## src/rtl/pipe_hazard_ctrl_if.sv

```systemverilog
// Hazard-control bundle between the pipeline datapath and the stall/flush scheduler.
// The master side is the pipeline (drives hazard sources); the slave side is the scheduler.
interface pipe_hazard_ctrl_if #(
    parameter int CNT_W = 16
);
    logic [4:0]       id_rs;
    logic [4:0]       id_rt;
    logic             id_uses_rs;
    logic             id_uses_rt;
    logic             ex_mem_read;
    logic [4:0]       ex_rt;
    logic             ex_redirect;
    logic             mem_req;
    logic             mem_ready;
    logic             pc_en;
    logic             if_id_en;
    logic             if_id_flush;
    logic             id_ex_bubble;
    logic             id_ex_flush;
    logic             id_ex_hold;
    logic             ex_mem_en;
    logic             mem_wait_err;
    logic [CNT_W-1:0] stall_cycles;
    logic [CNT_W-1:0] flush_events;

    modport master (
        output id_rs, id_rt, id_uses_rs, id_uses_rt, ex_mem_read, ex_rt,
               ex_redirect, mem_req, mem_ready,
        input  pc_en, if_id_en, if_id_flush, id_ex_bubble, id_ex_flush,
               id_ex_hold, ex_mem_en, mem_wait_err, stall_cycles, flush_events
    );

    modport slave (
        input  id_rs, id_rt, id_uses_rs, id_uses_rt, ex_mem_read, ex_rt,
               ex_redirect, mem_req, mem_ready,
        output pc_en, if_id_en, if_id_flush, id_ex_bubble, id_ex_flush,
               id_ex_hold, ex_mem_en, mem_wait_err, stall_cycles, flush_events
    );
endinterface

```

## src/rtl/pipe_hazard_ctrl.sv

```systemverilog
// Stall/flush scheduler for the 5-stage pipeline: load-use bubbles, EX redirects,
// memory-wait freezes with a timeout watchdog, and saturating debug counters.
module pipe_hazard_ctrl #(
    parameter int MAX_WAIT = 64,
    parameter int CNT_W    = 16
) (
    input  logic                clk,
    input  logic                reset,
    pipe_hazard_ctrl_if.slave   hz
);
    typedef enum logic [1:0] {RUN, MEM_WAIT, ERR} state_t;

    localparam logic [15:0]      MAX_WAIT_L = 16'(MAX_WAIT);
    localparam logic [CNT_W-1:0] CNT_MAX    = '1;

    state_t           state_q, state_d;
    logic [15:0]      wait_cnt_q, wait_cnt_d;
    logic [CNT_W-1:0] stall_cycles_q, stall_cycles_d;
    logic [CNT_W-1:0] flush_events_q, flush_events_d;
    logic             err_q, err_d;

    logic load_use;
    logic mem_stall;
    logic freeze;

    assign load_use  = hz.ex_mem_read && (hz.ex_rt != 5'd0) &&
                       ((hz.id_uses_rs && (hz.id_rs == hz.ex_rt)) ||
                        (hz.id_uses_rt && (hz.id_rt == hz.ex_rt)));
    assign mem_stall = hz.mem_req && !hz.mem_ready;

    always_comb begin
        state_d    = state_q;
        wait_cnt_d = wait_cnt_q;
        freeze     = 1'b0;
        case (state_q)
            RUN: begin
                if (mem_stall) begin
                    freeze     = 1'b1;
                    wait_cnt_d = 16'd1;
                    state_d    = (MAX_WAIT_L <= 16'd1) ? ERR : MEM_WAIT;
                end
            end
            MEM_WAIT: begin
                if (!hz.mem_ready) begin
                    freeze     = 1'b1;
                    wait_cnt_d = wait_cnt_q + 16'd1;
                    if (wait_cnt_d >= MAX_WAIT_L) begin
                        state_d = ERR;
                    end
                end else begin
                    wait_cnt_d = 16'd0;
                    state_d    = RUN;
                end
            end
            ERR: begin
                freeze = 1'b1;
            end
            default: begin
                state_d = RUN;
            end
        endcase
    end

    // Outside a freeze a redirect squashes the ID instruction, so it beats load-use.
    always_comb begin
        hz.pc_en        = 1'b1;
        hz.if_id_en     = 1'b1;
        hz.if_id_flush  = 1'b0;
        hz.id_ex_bubble = 1'b0;
        hz.id_ex_flush  = 1'b0;
        hz.id_ex_hold   = 1'b0;
        hz.ex_mem_en    = 1'b1;
        if (reset) begin
            hz.pc_en      = 1'b0;
            hz.if_id_en   = 1'b0;
            hz.ex_mem_en  = 1'b0;
            hz.id_ex_hold = 1'b1;
        end else if (freeze) begin
            hz.pc_en      = 1'b0;
            hz.if_id_en   = 1'b0;
            hz.ex_mem_en  = 1'b0;
            hz.id_ex_hold = 1'b1;
        end else if (hz.ex_redirect) begin
            hz.if_id_flush = 1'b1;
            hz.id_ex_flush = 1'b1;
        end else if (load_use) begin
            hz.pc_en        = 1'b0;
            hz.if_id_en     = 1'b0;
            hz.id_ex_bubble = 1'b1;
        end
    end

    always_comb begin
        stall_cycles_d = stall_cycles_q;
        flush_events_d = flush_events_q;
        err_d          = (state_d == ERR);
        if (!hz.pc_en && (stall_cycles_q != CNT_MAX)) begin
            stall_cycles_d = stall_cycles_q + 1'b1;
        end
        if (hz.id_ex_flush && (flush_events_q != CNT_MAX)) begin
            flush_events_d = flush_events_q + 1'b1;
        end
    end

    always_ff @(posedge clk) begin
        if (reset) begin
            state_q        <= RUN;
            wait_cnt_q     <= 16'd0;
            stall_cycles_q <= '0;
            flush_events_q <= '0;
            err_q          <= 1'b0;
        end else begin
            state_q        <= state_d;
            wait_cnt_q     <= wait_cnt_d;
            stall_cycles_q <= stall_cycles_d;
            flush_events_q <= flush_events_d;
            err_q          <= err_d;
        end
    end

    assign hz.mem_wait_err = err_q;
    assign hz.stall_cycles = stall_cycles_q;
    assign hz.flush_events = flush_events_q;
endmodule

```

## src/flat_wrapper.sv

```systemverilog
// flat-port wrapper written by rule: the top's interface ports become plain ports
module pipe_hazard_ctrl_flat 
#(
    parameter int MAX_WAIT = 64,
    parameter int CNT_W    = 16
)
  (clk, reset, hz_id_rs, hz_id_rt, hz_id_uses_rs, hz_id_uses_rt, hz_ex_mem_read, hz_ex_rt, hz_ex_redirect, hz_mem_req, hz_mem_ready, hz_pc_en, hz_if_id_en, hz_if_id_flush, hz_id_ex_bubble, hz_id_ex_flush, hz_id_ex_hold, hz_ex_mem_en, hz_mem_wait_err, hz_stall_cycles, hz_flush_events);
  pipe_hazard_ctrl_if #(.CNT_W(CNT_W)) hz_i ();
  input  logic clk;
  input  logic reset;
  input wire logic [$bits(hz_i.id_rs)-1:0] hz_id_rs;
  input wire logic [$bits(hz_i.id_rt)-1:0] hz_id_rt;
  input wire logic [$bits(hz_i.id_uses_rs)-1:0] hz_id_uses_rs;
  input wire logic [$bits(hz_i.id_uses_rt)-1:0] hz_id_uses_rt;
  input wire logic [$bits(hz_i.ex_mem_read)-1:0] hz_ex_mem_read;
  input wire logic [$bits(hz_i.ex_rt)-1:0] hz_ex_rt;
  input wire logic [$bits(hz_i.ex_redirect)-1:0] hz_ex_redirect;
  input wire logic [$bits(hz_i.mem_req)-1:0] hz_mem_req;
  input wire logic [$bits(hz_i.mem_ready)-1:0] hz_mem_ready;
  output wire logic [$bits(hz_i.pc_en)-1:0] hz_pc_en;
  output wire logic [$bits(hz_i.if_id_en)-1:0] hz_if_id_en;
  output wire logic [$bits(hz_i.if_id_flush)-1:0] hz_if_id_flush;
  output wire logic [$bits(hz_i.id_ex_bubble)-1:0] hz_id_ex_bubble;
  output wire logic [$bits(hz_i.id_ex_flush)-1:0] hz_id_ex_flush;
  output wire logic [$bits(hz_i.id_ex_hold)-1:0] hz_id_ex_hold;
  output wire logic [$bits(hz_i.ex_mem_en)-1:0] hz_ex_mem_en;
  output wire logic [$bits(hz_i.mem_wait_err)-1:0] hz_mem_wait_err;
  output wire logic [$bits(hz_i.stall_cycles)-1:0] hz_stall_cycles;
  output wire logic [$bits(hz_i.flush_events)-1:0] hz_flush_events;
  assign hz_i.id_rs = hz_id_rs;
  assign hz_i.id_rt = hz_id_rt;
  assign hz_i.id_uses_rs = hz_id_uses_rs;
  assign hz_i.id_uses_rt = hz_id_uses_rt;
  assign hz_i.ex_mem_read = hz_ex_mem_read;
  assign hz_i.ex_rt = hz_ex_rt;
  assign hz_i.ex_redirect = hz_ex_redirect;
  assign hz_i.mem_req = hz_mem_req;
  assign hz_i.mem_ready = hz_mem_ready;
  assign hz_pc_en = hz_i.pc_en;
  assign hz_if_id_en = hz_i.if_id_en;
  assign hz_if_id_flush = hz_i.if_id_flush;
  assign hz_id_ex_bubble = hz_i.id_ex_bubble;
  assign hz_id_ex_flush = hz_i.id_ex_flush;
  assign hz_id_ex_hold = hz_i.id_ex_hold;
  assign hz_ex_mem_en = hz_i.ex_mem_en;
  assign hz_mem_wait_err = hz_i.mem_wait_err;
  assign hz_stall_cycles = hz_i.stall_cycles;
  assign hz_flush_events = hz_i.flush_events;
  pipe_hazard_ctrl #(.MAX_WAIT(MAX_WAIT), .CNT_W(CNT_W)) u_core (.clk(clk), .reset(reset), .hz(hz_i));
endmodule
```

## config.mk

```make
export PLATFORM = sky130hd
export DESIGN_NAME = pipe_hazard_ctrl_flat
export DESIGN_NICKNAME = d
export VERILOG_FILES = /design/src/rtl/pipe_hazard_ctrl_if.sv /design/src/rtl/pipe_hazard_ctrl.sv /design/src/flat_wrapper.sv
export SDC_FILE = /design/constraint.sdc
export NUM_CORES = 1
export LEC_CHECK = 0
export CORE_MARGIN = 3
export CORE_UTILIZATION = 46
export DETAILED_ROUTE_END_ITERATION = 8
export MAX_ROUTING_LAYER = met4
export PLACE_DENSITY = 0.86
export SLEW_MARGIN = 10
export SYNTH_ARGS = -nofsm -noshare
export SYNTH_HDL_FRONTEND = slang
export SYNTH_SLANG_ARGS = --single-unit
```

## constraint.sdc

```tcl
create_clock -name clk -period 1.7 [get_ports clk]
set_input_delay 0.17 -clock clk [delete_from_list [all_inputs] [get_ports clk]]
set_output_delay 0.17 -clock clk [all_outputs]
set_load 0.02 [all_outputs]
```

After elaboration in Yosys (flattened, before gate mapping)
Index checks and enable logic that the tools add are counted.

word-level totals
  flip-flop bits (word level) = 51
  bits of input ports = 23
  output and inout port bits = 40
  logic and storage cells = 56

operators by class
  multiplexer cells = 25
  order comparisons = 1
  $add $sub $neg = 3
  equality and inequality tests = 8
  reduce and logical (&&, ||, !) cells = 14

operator list
  kind                     count
  $add A16 B1 Y16 const B  3
  $mux W16                 2
  $ne A16 B16 Y1 const B   2
  $pmux W16 S2             1
  $mux W1                  17
  $ge A16 B7 Y1 const B    1
  $eq A5 B5 Y1             2
  $logic_and A1 B1 Y1      7
  $mux W2                  3
  $pmux W2 S3              1
  $reduce_bool A5 Y1       1
  $eq A2 B2 Y1 const B     2
  $pmux W1 S3              1
  $eq A2 B1 Y1 const B     1
  $logic_not A1 Y1         2
  $logic_not A2 Y1         1
  $ne A2 B1 Y1 const B     1
  $reduce_and A2 Y1        1
  $reduce_bool A2 Y1       1
  $logic_or A1 B1 Y1       1

Depth between registers and ports, before layout
Gate-level depths: netlist (run 1).

  word-level depth = 10
  depth in mapped cells = 10
  gate-level depth less buffers = 7

Worst setup path after synthesis (run 1)
Ideal clock, no wire load.

  kind = reg-to-reg
  start point = reg u_core.stall_cycles_q[0], in the netlist u_core.hz.stall_cycles[0]
  end point = reg u_core.stall_cycles_q[14], in the netlist u_core.hz.stall_cycles[14]
  library setup time = 0.121 ns
  arrival time = 1.845 ns
  buffers on the path = 2
  slack = -0.266 ns
  stages on the path, launching flop included = 9
  required time = 1.579 ns
  period minus slack after synthesis = 1.966 ns
  cells stage by stage = dfxtp_1 > ha_1 > nand3_4 > nor2_1 > and3_1 > clkbuf_2 > buf_4 > nor4_2 > mux2_4

on the way
  cells in the longest elaborated chain, start to end = 2
  elaborated cells on any way between the ends = 3
  classes of those cells = add/sub (1); eq/ne (1); reduce/logical (1)

RTL lines
  item                                                                     line                     text
  start, declared                                                          pipe_hazard_ctrl.sv:18   logic [CNT_W-1:0] stall_cycles_q, stall_cycles_d;
  start signal, assigned                                                   pipe_hazard_ctrl.sv:115  stall_cycles_q <= stall_cycles_d;
  parallel branches: the longest is 2 deep, another holds $add A16 B1 Y16  n/a

Parallel ways; which one is timed is not known.
A chain may end at the register's enable or synchronous reset.

Final worst setup path (run 1)
  start point = reg u_core.state_q[0]
  end point = out hz_if_id_en

on the way
  cells in the longest elaborated chain, start to end = 4
  elaborated cells on any way between the ends = 6
  classes of those cells = eq/ne (2); mux (3); reduce/logical (1)

RTL lines
  item                                        line                     text
  start, declared                             pipe_hazard_ctrl.sv:16   state_t state_q, state_d;
  start signal, assigned                      pipe_hazard_ctrl.sv:113  state_q <= state_d;
  $eq A2 B2 Y1, or another cell as far along  pipe_hazard_ctrl.sv:35   case (state_q)
  $pmux W1 S3 (*)                             pipe_hazard_ctrl.sv:35
  $mux W1 (*)                                 pipe_hazard_ctrl.sv:78   end else if (freeze) begin
  $mux W1 (*)                                 pipe_hazard_ctrl.sv:73   if (reset) begin
  end, declared                               flat_wrapper.sv:21       output wire logic [$bits(hz_i.if_id_en)-1:0] hz_if_id_en;

Every way passes the cells marked *; elsewhere a longest branch is shown, timed or not.

==> flow_summary_export.csv, run 1 <==
group,metric,value,unit
global_route,grt_max_degree,43,
final_layout,mostFrequentLayoutCells,"78 x buf_4, 42 x nor2_1, 41 x clkdlybuf4s50_1, 34 x dfxtp_1, 22 x nand2_1",
routing,viasPerCell,5.84,
run,cap_violations,0,
final_layout,design.final.nets,514,
global_route,grt_pass1_vias,3215,
sta,skew,0.00928,ns
power_and_ir_drop,irDropWorstVdd,442,uV
logic_synthesis,synth_cell_types,54,
logic_synthesis,yosysTopAreaCell,"dfxtp_1",
die,fp.dieArea,7210,um2
placement,gp_congestion,0.910,
worst_setup_path,path_buf_inv,2,
sta,hold_slack,0.358,ns
worst_setup_path,cpPeakStageDelay,0.39,ns
logic_synthesis,synth-async-reset-ratio,0,
placement,pre_cts_slack,-0.757,ns
final_layout,drive_above_1_share,0.387,
routing,vias,3286,
routing,routedWlPerCell,17.5,um
sta,post-route-period-util,1.13,
final_layout,fillers,364,
sta,fin_crit,1.92,ns
sta,finalMaxSlewViolations,0,
power_and_ir_drop,p_sw_frac,0.258,
clock_tree,cts_tree,"built",
worst_setup_path,crit_end,"hz_if_id_en",
sta,worstMarginPinSlew,0.473,ns
final_layout,multiInputGateArea,2050,um2
die,initial_utilization,0.478,
logic_synthesis,synth_top_area_frac,0.356,
worst_setup_path,cp-end-kind,"primary output",
placement,dp_hpwl,5.78,mm
die,die_height,84.9,um
outcome,violations,"setup timing",
worst_setup_path,worstSetupStartpoint,"u_core.state_q[0]",
worst_setup_path,worstPathArrival,1.75,ns
global_route,antenna_found_initial,0,
power_and_ir_drop,p_int,0.00186,W
clock_tree,clockBufferDepth,2,
power_and_ir_drop,power.switching,0.000647,W
die,row_count,28,
sta,finalSetupTns,-4.39,ns
final_layout,regArea,1040,um2
final_layout,n_antenna_cell,0,
clock_tree,clock_latency,0.32,ns
logic_synthesis,synthCells,346,
worst_setup_path,required,1.53,ns
power_and_ir_drop,p_leak,1.84,nW
routing,route.detailed.drc,0,
worst_setup_path,crit_path_top_delay_cell,"dfxtp_4",
routing,drt_wl_total,9.83,mm
logic_synthesis,synth_seq_cells,51,
worst_setup_path,crit_fanout,5,
placement,portBuffers,62,
worst_setup_path,start_kind,"register",
sta,fmax,520,MHz
clock_tree,clkTransAtPathRegs,0.10,ns
placement,dpl_cell_area,4080,um2
outcome,status,"finished with violations",
clock_tree,cts_sinks,51,
final_layout,fin_area,4700,um2
power_and_ir_drop,p_clk_frac,0.341,
worst_setup_path,reg2reg_depth,7,
sta,setup_viol,41,
worst_setup_path,cp.depth,5,
sta,slew-limit-headroom,0.685,
routing,drt_iter0_drc,300,
global_route,grt_pass1_wl,14.7,mm
worst_setup_path,reg2reg_setup_slack,-0.22,ns
global_route,grtUsageTotal,0.253,
die,pin_count,63,
power_and_ir_drop,seqPwrFrac,0.486,
worst_setup_path,timing.rr.end,"u_core.hz.stall_cycles[8]",
final_layout,final_core_util,0.785,
clock_tree,cts-htree-levels,2,
worst_setup_path,critical_path_class,"reg -> out",
clock_tree,cts_buffers,5,
global_route,grt-ovfl-total,0,
final_layout,syn2layout_area_growth,64.2,%
logic_synthesis,synthTopCellsByArea,"dfxtp_1 36%, nor2_1 6.3%, a21oi_1 4.7%, xnor2_1 4.6%, xor2_1 4.0%",
worst_hold_path,holdCritPathClass,"in -> reg",
worst_setup_path,crit_chain,"and2b_2 -> or3_4 -> a21o_4 -> inv_8 -> buf_6",
clock_tree,cts_root_buffer,"clkbuf_8",
sta,rsz0062_at_grt,"true",
sta,fin_ws,-0.221,ns
power_and_ir_drop,combPwrFrac,0.173,
routing,first_pass_iters,4,
logic_synthesis,yosys_warnings,0,
die,die_x,84.9,um
sta,finalHoldViolations,0,
worst_hold_path,worstHoldStart,"reset",
final_layout,final_common_cell,"buf_4",
logic_synthesis,syn_nets,372,
routing,postRouteAntennaNets,0,
logic_synthesis,seq_area_frac_synth,0.356,
logic_synthesis,yosys_most_used_dff,"dfxtp_1",
worst_setup_path,critPathTopFamily,"simple AND/OR/NAND/NOR gates",
logic_synthesis,syn-cell-area,2870,um2
logic_synthesis,synth-edff-count,0,
worst_setup_path,r2r-start,"u_core.state_q[0]",
power_and_ir_drop,powerDensity,533,nW/um2
die,core,5990,um2
logic_synthesis,syn_avg_cell_area,8.28,um2
-- area by class of cell --
class                           count  share of cell area
Tap cell                           75              0.0199
Inverter                            6             0.00638
Multi-Input combinational cell    272               0.437
Sequential cell                    51               0.222
Clock inverter                      2             0.00798
Clock buffer                        5              0.0146
Timing Repair Buffer              152               0.292
-- metrics by stage --
stage / power [W] / std cells
5_1_grt: 0.00258 / 563
4_1_cts: 0.00245 / 557
2_1_floorplan: 0.00143 / 346
3_3_place_gp: 0.00158 / 541
6_report: 0.00251 / 563
3_5_place_dp: 0.00159 / 541
-- cells in the mapped netlist, types with 3 or more instances --
cell      count
clkbuf_1      7
o31ai_1       9
nor3_1        9
and3_1       11
or4_1        11
and4_1        7
a21oi_1      27
nor2b_1       7
o21ai_0      10
inv_1         5
xor2_1       13
nand3_1      17
nand4_1      11
nor4_2        4
or3_1         4
nand2_1      25
dfxtp_1      51
buf_4         4
ha_1          3
xnor2_1      15
nor2_1       48
mux2_4        4
-- state kept, by name, summed over array words and instances (netlist names) --
signal,count
u_core.wait_cnt_q,16
u_core.hz.stall_cycles,16
u_core.hz.flush_events,16
u_core.state_q,2
u_core.hz.mem_wait_err,1
-- worst min-delay path, cell delays in order --
cell and delay [ns]:
buf_2 0.12, buf_4 0.11, buf_4 0.18, a21oi_1 0.05
-- power by group through the flow --
| stage | clock network (W) | registers (W) | logic (W) |
|---|---|---|---|
| floorplan | 0 | 0.00126 | 0.000167 |
| detailed placement | 0 | 0.00124 | 0.000346 |
| CTS | 0.000850 | 0.00122 | 0.000387 |
| global placement | 0 | 0.00124 | 0.000337 |
| finish | 0.000855 | 0.00122 | 0.000432 |
| global route | 0.000897 | 0.00122 | 0.000460 |
-- per-layer routing --
metal | track usage | part of all wire
met3 | 0.0592 | 0.060
met5 | - | 0
met2 | 0.434 | 0.52
met1 | 0.293 | 0.39
met4 | 0.0806 | 0.029
-- cell families after synthesis --
kind of cell | count (synthesis) | synth area share
AND/OR/NAND/NOR | 169 | 0.324
AO/OA/AOI/OAI | 66 | 0.142
flip-flops | 51 | 0.356
XOR/XNOR | 28 | 0.0856
buffers and inverters | 23 | 0.0515
multiplexers | 6 | 0.0279
adder cells (fa/ha/maj) | 3 | 0.0131
-- what timing repair did --
item                                    in CTS  in global routing
hold endpoints to repair                     0                  0
gates resized for setup                     80                 57
hold buffers                                 0                  0
endpoints found under the setup margin      44                 50
gates cloned                                 1                  0
pin swaps                                   34                 23
setup buffers                                9                  6
-- worst min-delay path by stage --
stage / endpoint / slack [ns] / cells past startpoint
finish: u_core.wait_cnt_q[9] / 0.36 / 4
global route: u_core.wait_cnt_q[8] / 0.39 / 4
CTS: u_core.wait_cnt_q[8] / 0.35 / 4
detailed placement: u_core.wait_cnt_q[15] / 0.52 / 2
global placement: u_core.wait_cnt_q[15] / 0.49 / 2
floorplan: u_core.state_q[0] / 0.43 / 2
No activity file was read; power rests on OpenSTA's default activity.
==> inputs of run 2 (changes only) <==
CORE_MARGIN = not set   (was 3)
REMOVE_ABC_BUFFERS = 1   (was not set)
==> flow_summary_export.csv, run 2 (synthesized netlist as in run 1, its figures left out) <==
group,metric,value,unit
outcome,status,"finished with violations",
outcome,violations,"setup timing",
final_layout,n_antenna_cell,0,
placement,pre_cts_slack,-0.738,ns
worst_setup_path,critical_path_class,"reg -> reg",
routing,vias,3309,
placement,portBuffers,62,
worst_setup_path,worstPathArrival,2.07,ns
final_layout,drive_above_1_share,0.380,
die,core,5960,um2
worst_setup_path,crit_path_top_delay_cell,"dfxtp_4",
sta,fin_crit,1.91,ns
worst_setup_path,path_buf_inv,2,
worst_setup_path,r2r-start,"u_core.wait_cnt_q[0]",
clock_tree,cts_root_buffer,"clkbuf_8",
routing,routedWlPerCell,17.7,um
clock_tree,clkTransAtPathRegs,0.10,ns
die,die_height,80.9,um
die,pin_count,63,
sta,fin_ws,-0.209,ns
final_layout,final_common_cell,"buf_4",
clock_tree,clockBufferDepth,2,
worst_setup_path,crit_path_frequent_cell,"buf_6",
global_route,antenna_found_initial,0,
global_route,grt_pass1_vias,3119,
worst_setup_path,cp-end-kind,"register",
sta,worstMarginPinSlew,0.400,ns
routing,route.detailed.drc,0,
die,initial_utilization,0.481,
routing,first_pass_iters,5,
clock_tree,cts-htree-levels,2,
clock_tree,cts_buffers,5,
sta,finalMaxSlewViolations,0,
sta,hold_slack,0.347,ns
global_route,grtUsageTotal,0.278,
power_and_ir_drop,p_leak,1.82,nW
worst_setup_path,critPathTopFamily,"simple AND/OR/NAND/NOR gates",
die,fp.dieArea,6550,um2
worst_hold_path,worstHoldStart,"reset",
sta,skew,0.00950,ns
worst_hold_path,holdCritPathClass,"in -> reg",
routing,drt_iter0_drc,161,
die,row_count,28,
placement,dp_hpwl,5.65,mm
final_layout,mostFrequentLayoutCells,"76 x buf_4, 45 x nor2_1, 39 x clkdlybuf4s50_1, 38 x dfxtp_1, 23 x nand2_1",
final_layout,design.final.nets,507,
global_route,grt-ovfl-total,0,
worst_setup_path,crit_chain,"buf_6 -> nand4_1 -> buf_6 -> nor3_4 -> or3_4 -> a21oi_4 -> and3_4 -> o221ai_1",
run,cap_violations,0,
sta,post-route-period-util,1.12,
power_and_ir_drop,powerDensity,541,nW/um2
sta,rsz0062_at_grt,"true",
worst_setup_path,crit_fanout,4,
clock_tree,cts_tree,"built",
placement,gp_congestion,0.952,
routing,drt_wl_total,9.88,mm
global_route,grt_pass1_wl,13.7,mm
worst_setup_path,worstSetupStartpoint,"u_core.wait_cnt_q[0]",
worst_setup_path,cpPeakStageDelay,0.37,ns
sta,fmax,524,MHz
power_and_ir_drop,irDropWorstVdd,422,uV
routing,viasPerCell,5.94,
final_layout,syn2layout_area_growth,61.6,%
clock_tree,ctsHoldBuffers,0,
global_route,grt_max_degree,35,
worst_setup_path,required,1.86,ns
worst_setup_path,start_kind,"register",
die,die_x,80.9,um
sta,slew-limit-headroom,0.731,
sta,setup_viol,34,
sta,finalHoldViolations,0,
routing,postRouteAntennaNets,0,
clock_tree,cts_sinks,51,
clock_tree,clock_latency,0.31,ns
run 2: per-stage QoR:
step                instances  instance area, um2  total power [W]  setup TNS [ns]   util
floorplan                 329                2740          0.00138           -6.77      -
global placement          532                3950          0.00157          -17.66  0.663
detailed placement        532                3950          0.00158          -19.75  0.663
CTS                       549                4310          0.00245           -2.15  0.724
global route              557                4630          0.00258           -5.30  0.778
finish                    557                4630          0.00251           -3.21  0.778
run 2: final timing paths:
kind	cells past startpoint	slack (ns)	to
worst max-delay path	8	-0.21	u_core.hz.mem_wait_err
worst min-delay path	3	0.35	u_core.hz.flush_events[2]
worst max register to register	8	-0.21	u_core.hz.mem_wait_err
worst min register to register	2	0.53	u_core.wait_cnt_q[8]
run 2: layer usage:
layer,GRT usage,share of wire,up-vias
met1,0.282,0.37,1585
met5,-,0,-
met2,0.505,0.53,158
met3,0.0551,0.062,47
met4,0.141,0.042,0
li1,-,-,1519
run 2: final cells by class:
type	instances	area [um2]
Tap cell	75	93.8
Clock inverter	3	46.3
Clock buffer	5	68.8
Multi-Input combinational cell	272	2060
Inverter	6	30.0
Sequential cell	51	1040
Timing Repair Buffer	145	1280
Fill cell	371	1330
run 2: power by group:
part           switching (W)  leakage, nW  internal [W]  total, W
sequential         0.0000108        0.419       0.00120   0.00121
combinational       0.000211         1.34      0.000204  0.000415
clock               0.000432       0.0548      0.000444  0.000875
total               0.000653         1.82       0.00185   0.00251
run 2: what timing repair did:
action | in CTS | in global routing
hold endpoints to repair | 0 | 0
gates resized for setup | 90 | 63
gates cloned | 0 | 1
pin swaps | 25 | 19
setup buffers | 9 | 8
setup endpoints to repair | 42 | 44
run 2: worst register-to-register path: stages (launching register included):
cell and delay (ns):
dfxtp_4 0.37, buf_6 0.12, nand4_1 0.15, buf_6 0.16, nor3_4 0.05, or3_4 0.35
a21oi_4 0.17, and3_4 0.21, o221ai_1 0.18
==> inputs of run 3 (changes only) <==
ABC_CLOCK_PERIOD_IN_PS = 1700   (was not set)
==> results of run 3 <==
Final layout, timing and power as in run 2 (identical DEF).
